**config.mk**
```make
export PLATFORM = sky130hd
export DESIGN_NAME = signed_seq_divider
export DESIGN_NICKNAME = d
export VERILOG_FILES = /design/src/rtl/calc_pkg.sv /design/src/rtl/signed_seq_divider_div_step.sv /design/src/rtl/signed_seq_divider.sv
export SDC_FILE = /design/constraint.sdc
export NUM_CORES = 1
export LEC_CHECK = 0
export ABC_AREA = 1
export CORE_MARGIN = 4
export CORE_UTILIZATION = 30
export DETAILED_ROUTE_END_ITERATION = 7
export HOLD_SLACK_MARGIN = 0.03
export RECOVER_POWER = 50
export SLEW_MARGIN = 40
export SYNTH_ARGS = -nofsm -noshare
export SYNTH_HDL_FRONTEND = slang
export SYNTH_HIERARCHICAL = 1
export SYNTH_SLANG_ARGS = --single-unit
```
**constraint.sdc**
```tcl
create_clock -name Clk -period 2.5 [get_ports Clk]
set_input_delay 0.25 -clock Clk [delete_from_list [all_inputs] [get_ports Clk]]
set_output_delay 0.25 -clock Clk [all_outputs]
set_load 0.005 [all_outputs]
```
**src/rtl/calc_pkg.sv**
```systemverilog
// Shared constants and state encoding for the signed calculator datapath.
package calc_pkg;

  localparam logic [1:0] SEL_MUL = 2'b01;
  localparam logic [1:0] SEL_DIV = 2'b10;

  localparam int DW = 8;
  localparam int VW = 4;

  typedef enum logic [1:0] {
    IDLE   = 2'd0,
    CALC   = 2'd1,
    FINISH = 2'd2
  } div_state_t;

endpackage

```
**src/rtl/signed_seq_divider_div_step.sv**
```systemverilog
// One restoring shift-subtract iteration of the divider.
module div_step #(
  parameter int VW = 4
) (
  input  logic [VW-1:0] r,
  input  logic          a_bit,
  input  logic [VW-1:0] b,
  output logic [VW-1:0] r_next,
  output logic          q_bit
);

  logic [VW:0] shifted;

  // Shift in the next dividend bit, subtract the divisor when it fits.
  // The restored remainder is always below b, so VW bits hold it.
  always_comb begin
    shifted = {r, a_bit};
    q_bit   = (shifted >= {1'b0, b});
    r_next  = q_bit ? VW'(shifted - {1'b0, b}) : shifted[VW-1:0];
  end

endmodule

```
**src/rtl/signed_seq_divider.sv**
```systemverilog
// Sequential sign-magnitude divider with Start/Busy/Done handshake.
module signed_seq_divider
  import calc_pkg::*;
#(
  parameter int DW = calc_pkg::DW,
  parameter int VW = calc_pkg::VW
) (
  input  logic          Clk,
  input  logic          Reset,
  input  logic          Start,
  input  logic [1:0]    sel,
  input  logic [DW-1:0] A,
  input  logic          s0,
  input  logic [VW-1:0] B,
  input  logic          s1,
  output logic          Busy,
  output logic          Done,
  output logic          DivByZero,
  output logic [DW:0]   Quotient,
  output logic [VW:0]   Remainder
);

  localparam int CW = $clog2(DW);
  localparam logic [CW-1:0] LAST = CW'(DW - 1);

  div_state_t    state;
  logic [CW-1:0] cnt;
  logic [DW-1:0] a_sh;
  logic [VW-1:0] b_r;
  logic          s0_r;
  logic          s1_r;
  logic [VW-1:0] r;
  logic [DW-1:0] q;

  logic [VW-1:0] r_next;
  logic          q_bit;
  logic [DW-1:0] q_next;
  logic          q_sign;
  logic          r_sign;

  div_step #(.VW(VW)) u_step (
    .r      (r),
    .a_bit  (a_sh[DW-1]),
    .b      (b_r),
    .r_next (r_next),
    .q_bit  (q_bit)
  );

  // Final quotient/remainder magnitudes and zero-suppressed signs.
  always_comb begin
    q_next = {q[DW-2:0], q_bit};
    q_sign = (s0_r ^ s1_r) & (|q_next);
    r_sign = s0_r & (|r_next);
  end

  // Control FSM and datapath registers. The last CALC edge registers
  // the results directly so Done appears in the FINISH cycle.
  always_ff @(posedge Clk) begin
    if (Reset) begin
      state     <= IDLE;
      cnt       <= '0;
      a_sh      <= '0;
      b_r       <= '0;
      s0_r      <= 1'b0;
      s1_r      <= 1'b0;
      r         <= '0;
      q         <= '0;
      Busy      <= 1'b0;
      Done      <= 1'b0;
      DivByZero <= 1'b0;
      Quotient  <= '0;
      Remainder <= '0;
    end else begin
      Done <= 1'b0;
      case (state)
        IDLE: begin
          if (Start && sel == SEL_DIV) begin
            a_sh <= A;
            b_r  <= B;
            s0_r <= s0;
            s1_r <= s1;
            r    <= '0;
            q    <= '0;
            cnt  <= '0;
            if (B != '0) begin
              state <= CALC;
              Busy  <= 1'b1;
            end else begin
              state     <= FINISH;
              Done      <= 1'b1;
              DivByZero <= 1'b1;
              Quotient  <= {1'b0, {DW{1'b1}}};
              Remainder <= '0;
            end
          end
        end
        CALC: begin
          r    <= r_next;
          q    <= q_next;
          a_sh <= a_sh << 1;
          cnt  <= cnt + 1'b1;
          if (cnt == LAST) begin
            state     <= FINISH;
            Busy      <= 1'b0;
            Done      <= 1'b1;
            DivByZero <= 1'b0;
            Quotient  <= {q_sign, q_next};
            Remainder <= {r_sign, r_next};
          end
        end
        FINISH: state <= IDLE;
        default: state <= IDLE;
      endcase
    end
  end

endmodule

```
# After elaboration in Yosys (flattened, before gate mapping)
# Cells that the tools add are included.
[totals] ff_bits=47 out_inout_bits=17
[op_classes] n_addsub=2 order_cmp=1 n_eq_ne=7 mux=32 bitwise=3 reduce_logical=11
[op_table] operator="$mux W9" n=3
[op_table] operator="$pmux W9 S2" n=1
[op_table] operator="$pmux W8 S2" n=1
[op_table] operator="$mux W5" n=3
[op_table] operator="$pmux W7 S2" n=1
[op_table] operator="$pmux W5 S2" n=1
[op_table] operator="$mux W1" n=8
[op_table] operator="$mux W4" n=2
[op_table] operator="$mux W8" n=1
[op_table] operator="$ne A2 B2 Y1 const B" n=4
[op_table] operator="$pmux W4 S2" n=1
[op_table] operator="$reduce_and A4 Y1" n=2
[op_table] operator="$reduce_or A8 Y1" n=1
[op_table] operator="$mux W7" n=1
[op_table] operator="$mux W2" n=3
[op_table] operator="$pmux W1 S2" n=3
[op_table] operator="$pmux W3 S2" n=1
[op_table] operator="$reduce_and A2 Y1" n=3
[op_table] operator="$ge A5 B4 Y1" n=1
[op_table] operator="$pmux W2 S2" n=1
[op_table] operator="$reduce_bool A4 Y1" n=1
[op_table] operator="$reduce_or A4 Y1" n=1
[op_table] operator="$sub A4 B4 Y4" n=1
[op_table] operator="$add A3 B1 Y3 const B" n=1
[op_table] operator="other kinds (9)" n=10

# Longest topological paths before layout
[depth] word_depth=6 depth_mapped=13 depth_no_buf=13

# Cells and area by module
# The synthesis kept the hierarchy.
[modules_own_cells] module="signed_seq_divider" n_inst=1 cells_per_inst=272 area_per_inst_um2=2050.7
[modules_own_cells] module="div_step" n_inst=1 cells_per_inst=39 area_per_inst_um2=254.0

# Worst setup path after synthesis
# No wires, ideal clock.
[synth_timing] path_kind="register -> register" startpoint="register b_r[2]" endpoint="register Remainder[4]" setup_ns=0.113 t_arrival_ns=1.482 required_time_ns=2.387 setup_slack_ns=0.905 path_stages_with_launch=13 period_less_slack_ns=1.595 path_cell_list="dfxtp_1 -> inv_1 -> ha_1 -> nand2_1 -> nor2_4 -> nor2_4 -> nand2_4 -> nand2_1 -> nand2_1 -> nor2_1 -> a21oi_1 -> nor2_1 -> nor2_1"
[synth_via] elab_chain_cells=6
[synth_rtl] item="from (decl)" line_no="signed_seq_divider.sv:29" source="logic [VW-1:0] b_r;"
[synth_rtl] item="from (signal assigned)" line_no="signed_seq_divider.sv:63" source="b_r <= '0;"
[synth_rtl] item="from (signal assigned)" line_no="signed_seq_divider.sv:79" source="b_r <= B;"
[synth_rtl] item="$ge A5 B4 Y1" line_no="signed_seq_divider_div_step.sv:18" source="q_bit = (shifted >= {1'b0, b});"
[synth_rtl] item="named net q_bit" line_no="signed_seq_divider.sv:36" source="logic q_bit;"
[synth_rtl] item="$mux W4" line_no="signed_seq_divider_div_step.sv:19" source="r_next = q_bit ? VW'(shifted - {1'b0, b}) : shifted[VW-1:0];"
[synth_rtl] item="named net r_next[2]" line_no="signed_seq_divider.sv:35" source="logic [VW-1:0] r_next;"
[synth_rtl] item="$reduce_or A4 Y1" line_no="signed_seq_divider.sv:53" source="r_sign = s0_r & (|r_next);"
[synth_rtl] item="$and A1 B1 Y1" line_no="signed_seq_divider.sv:53"
[synth_rtl] item="$mux W5" line_no="signed_seq_divider.sv:102" source="if (cnt == LAST) begin"
[synth_rtl] item="$pmux W5 S2" line_no="signed_seq_divider.sv:75" source="case (state)"
[synth_rtl] item="to (signal assigned)" line_no="signed_seq_divider.sv:108" source="Remainder <= {r_sign, r_next};"
[synth_rtl] item="to (decl)" line_no="signed_seq_divider.sv:20" source="output logic [VW:0] Remainder"
# The timed path passes the listed nets, and every way through them passes these cells. The select of a mux whose other input is x is not followed.
# A chain may end at the register's enable or synchronous reset.

# Final worst setup path
[layout_timing] startpoint="register state[0]" endpoint="register a_sh[6]"
[layout_via] elab_chain_cells=3
[layout_rtl] item="from (decl)" line_no="signed_seq_divider.sv:26" source="div_state_t state;"
[layout_rtl] item="from (signal assigned)" line_no="signed_seq_divider.sv:60" source="state <= IDLE;"
[layout_rtl] item="from (signal assigned)" line_no="signed_seq_divider.sv:86" source="state <= CALC;"
[layout_rtl] item="from (signal assigned)" line_no="signed_seq_divider.sv:89" source="state <= FINISH;"
[layout_rtl] item="$eq A2 B1 Y1 / $logic_not A2 Y1 (equally long branches)" line_no="signed_seq_divider.sv:75"
[layout_rtl] item="$reduce_bool A2 Y1 (no source line) / $ne A2 B2 Y1 (equally long branches)"
[layout_rtl] item="$reduce_and A2 Y1 (no source line)"
[layout_rtl] item="to (signal assigned)" line_no="signed_seq_divider.sv:100" source="a_sh <= a_sh << 1;"
[layout_rtl] item="to (decl)" line_no="signed_seq_divider.sv:28" source="logic [DW-1:0] a_sh;"
# Parallel ways exist; a longest one is shown, timed or not.

==> impl_metrics.py <==
metrics = {
    "yosys": {
        "syn-num-nets": 337,
        "adder_and_majority_gate_portion_of_the_synthesized_area_pct": 4.13,
        "synth_top_area_share_pct": 40.8,
        "synth_compound_gate_area_share_pct": 11.0,
        "synthXorXnorAreaFrac_pct": 0.380,
        "synth.lib_cells_used.distinct": 31,
        "netlist_top_cells_area": "dfxtp_1 (41%), nand2_1 (9.9%), nor2_1 (7.2%), inv_1 (5.7%), a21oi_1 (4.8%)",
        "post_synth_and_or_nand_nor_area_fraction_pct": 33.9,
        "muxShareOfSynthArea_pct": 0,
        "synth_cells": 311,
        "dominantRegCellSynth": "dfxtp_1",
        "ys_seq_elements": 47,
        "synth_enable_flop_cells": 0,
        "synthesis.area_um2": 2300,
        "async_flop_share_pct": 0,
        "synth_area_leader_cell": "dfxtp_1",
        "postSynthAreaPerCell_um2": 7.41,
        "synth.top_cells.by_count": "nand2_1 (61), dfxtp_1 (47), nor2_1 (44), inv_1 (35), a21oi_1 (22)",
        "synth-warning-count": 6,
        "yosysMostFrequentCell": "nand2_1",
        "synth.yosys.seq_area_share_pct": 40.8,
        "synth_top_family_by_area": "simple AND/OR/NAND/NOR gates",
    },
    "timing": {
        "final_critical_path_share_of_the_clock_period_pct": 79.2,
        "count_of_final_hold_check_violations": 0,
        "fin_setup_tns_ns": 0,
        "slew_headroom_pct": 58.6,
        "maxSlewViolCount": 0,
        "min_period_ns": 1.98,
        "grt_setup_unrepaired": "false",
        "timing.hold.ws_ns": 0.452,
        "timing.final.setup_violations": 0,
        "fmaxAchievable_mhz": 505,
        "fin_skew_ns": 0.00586,
        "worst_slew_pin_slew_ns": 0.619,
        "finalWorstSetupSlack_ns": 0.519,
    },
    "run_status": {
        "run_status": "completed",
    },
    "floorplanning": {
        "io_pins": 36,
        "die_h_um": 95.7,
        "fp-row-count": 31,
        "core_region_area_um2": 7370,
        "die-area_um2": 9150,
        "die-width_um": 95.7,
        "floorplan.initialDensity_pct": 31.3,
    },
    "grt": {
        "first_global_vias": 1933,
        "grt_first_pass_wirelength_um": 8680,
        "grt_remaining_overflow": 0,
        "grt_usage_pct": 11.9,
        "largest_net_degree_at_the_start_of_global_routing": 29,
        "grt_antenna_before_repair": 0,
    },
    "pwr": {
        "total_leakage_power_nw": 1.34,
        "net_switching_w": 0.000408,
        "internal_power_w": 0.00112,
        "comb_power_share_pct": 15.4,
        "power_density_nw_per_um2": 545,
        "share_seq_of_total_power_pct": 51.7,
        "clkPwrFrac_pct": 32.9,
        "worst_ir_drop_vdd_mv": 0.246,
        "power_switching_share_pct": 26.7,
    },
    "clock_network": {
        "clk_path_buf_depth": 2,
        "cts_repair_resize_count": 0,
        "worst_skew_pair.late_latency_ns": 0.30,
        "holdBufCountCts": 0,
        "cts_buffers": 5,
        "clock_sinks": 47,
        "post-cts-setup-buffers": 0,
        "clkSlewWorstSetupHoldPaths_ns": 0.09,
        "tritoncts": "built",
        "cts_htree_levels": 2,
        "cts_root_buf": "clkbuf_8",
    },
    "placement": {
        "placement.cell_area_um2": 2740,
        "pre_cts_setup_slack_ns": 0.776,
        "gp_congestion": 0.819,
        "cell_count_post_placement": 436,
        "dpl.hpwl_um": 3690,
        "portBuffers": 35,
    },
    "routing": {
        "drt_drc_violations_left": 0,
        "detail_route.vias_per_cell": 4.50,
        "drt_first_pass_iters": 4,
        "wl_per_cell_um": 11.2,
        "initialDrtViolationCount": 107,
        "drt.antenna.violating_nets": 0,
        "finalWirelength_um": 4980,
        "dr_total_vias": 1999,
    },
    "layout": {
        "syn2layout_area_growth_pct": 21.7,
        "layout-drive-gt1-share_pct": 10.7,
        "finalInstanceArea_um2": 2810,
        "number_of_nets_in_the_layout": 370,
        "diodes": 0,
        "final_cells": 444,
        "fillCellCount": 814,
    },
    "critical_path": {
        "crit_path_end": "a_sh[6]",
        "worstRegToRegCells": 5,
        "worstSetupPathType": "reg -> reg",
        "reg2reg_to": "a_sh[6]",
        "arr_time_crit_path_ns": 2.21,
        "rr_startpoint": "state[0]",
        "setup_slack_reg_to_reg_ns": 0.52,
        "required_time_of_the_critical_path_ns": 2.73,
        "setup.worst_path.start": "state[0]",
        "worstPathMaxFanout": 16,
        "kind_of_capture_point_of_the_worst_setup_path": "register",
        "cp-start-kind": "register",
    },
    "worst_hold_path": {
        "holdCritPathClass": "reg -> reg",
        "worst_hold_startpoint": "Busy",
    },
    "flow_run": {
        "drv_cap": 0,
    },
}
[cells in the final DEF (no fill, tap or decap), drive strengths merged]
cell type and instances:
nand2 71, o21bai 8, ha 6, clkinvlp 1, or2 1, fa 1, clkbuf 7, inv 43
clkdlybuf4s50 18, clkinv 1, nand3b 1, nor3 7, o21ai 15, nand4 11, dfxtp 47, xnor2 1
dlygate4sd3 17, nor2 50, nand3 13, buf 2, and2 1, a21oi 23
[power by group through the flow]
stage / registers, W / clock network [W] / logic, W
3_5_place_dp: 0.000808 / 0 / 0.000242
5_1_grt: 0.000794 / 0.000557 / 0.000268
4_1_cts: 0.000790 / 0.000526 / 0.000243
6_report: 0.000790 / 0.000503 / 0.000236
2_1_floorplan: 0.000802 / 0 / 0.000178
3_3_place_gp: 0.000807 / 0 / 0.000240
[stage by stage]
step	total power, W	utilization (%)
floorplan	0.000980	-
global placement	0.00105	37.1
detailed placement	0.00105	37.1
CTS	0.00156	38.5
global route	0.00162	38.1
finish	0.00153	38.1
[sequential cells by signal, indices dropped and copies added, names as in the netlist]
name       count
Quotient       9
a_sh           8
q              7
Remainder      5
b_r            4
r              4
cnt            3
state          2
Busy           1
DivByZero      1
Done           1
s0_r           1
s1_r           1
[cells by family after synthesis]
group,Yosys count
compound gates,46
xor+xnor,1
fa+ha+maj,7
buf+inv,55
flops,47
simple gates,155
[final cells by class]
class / count / area, um^2 / area share, %
tap: 99 / 124 / 4.42
inverter: 44 / 168 / 5.98
clock buffer: 7 / 96.3 / 3.43
clock inverter: 1 / 7.51 / 0.268
sequential: 47 / 941 / 33.5
timing repair buffer: 37 / 365 / 13.0
multi-input combinational: 209 / 1100 / 39.3
[how the worst min path moves through the flow]
stage          endpoint  cells after the start
5_1_grt            Busy                      2
2_1_floorplan    b_r[0]                      2
6_report           Busy                      2
4_1_cts            Busy                      2
3_3_place_gp       Busy                      2
3_5_place_dp       Busy                      2
[metal layers]
metal,wire (um),GRT usage (%)
met5,0,0
met4,90,4.15
met3,224,3.00
met2,2340,19.7
met1,2330,15.1
[critical path, stage by stage (launching register included)]
cell     delay (ns)
dfxtp_1        0.46
nor2_1         0.24
nand4_1        0.53
nand2_1        0.49
nor2_1         0.07
nor3_1         0.12
(Power assumes the default switching activity.)
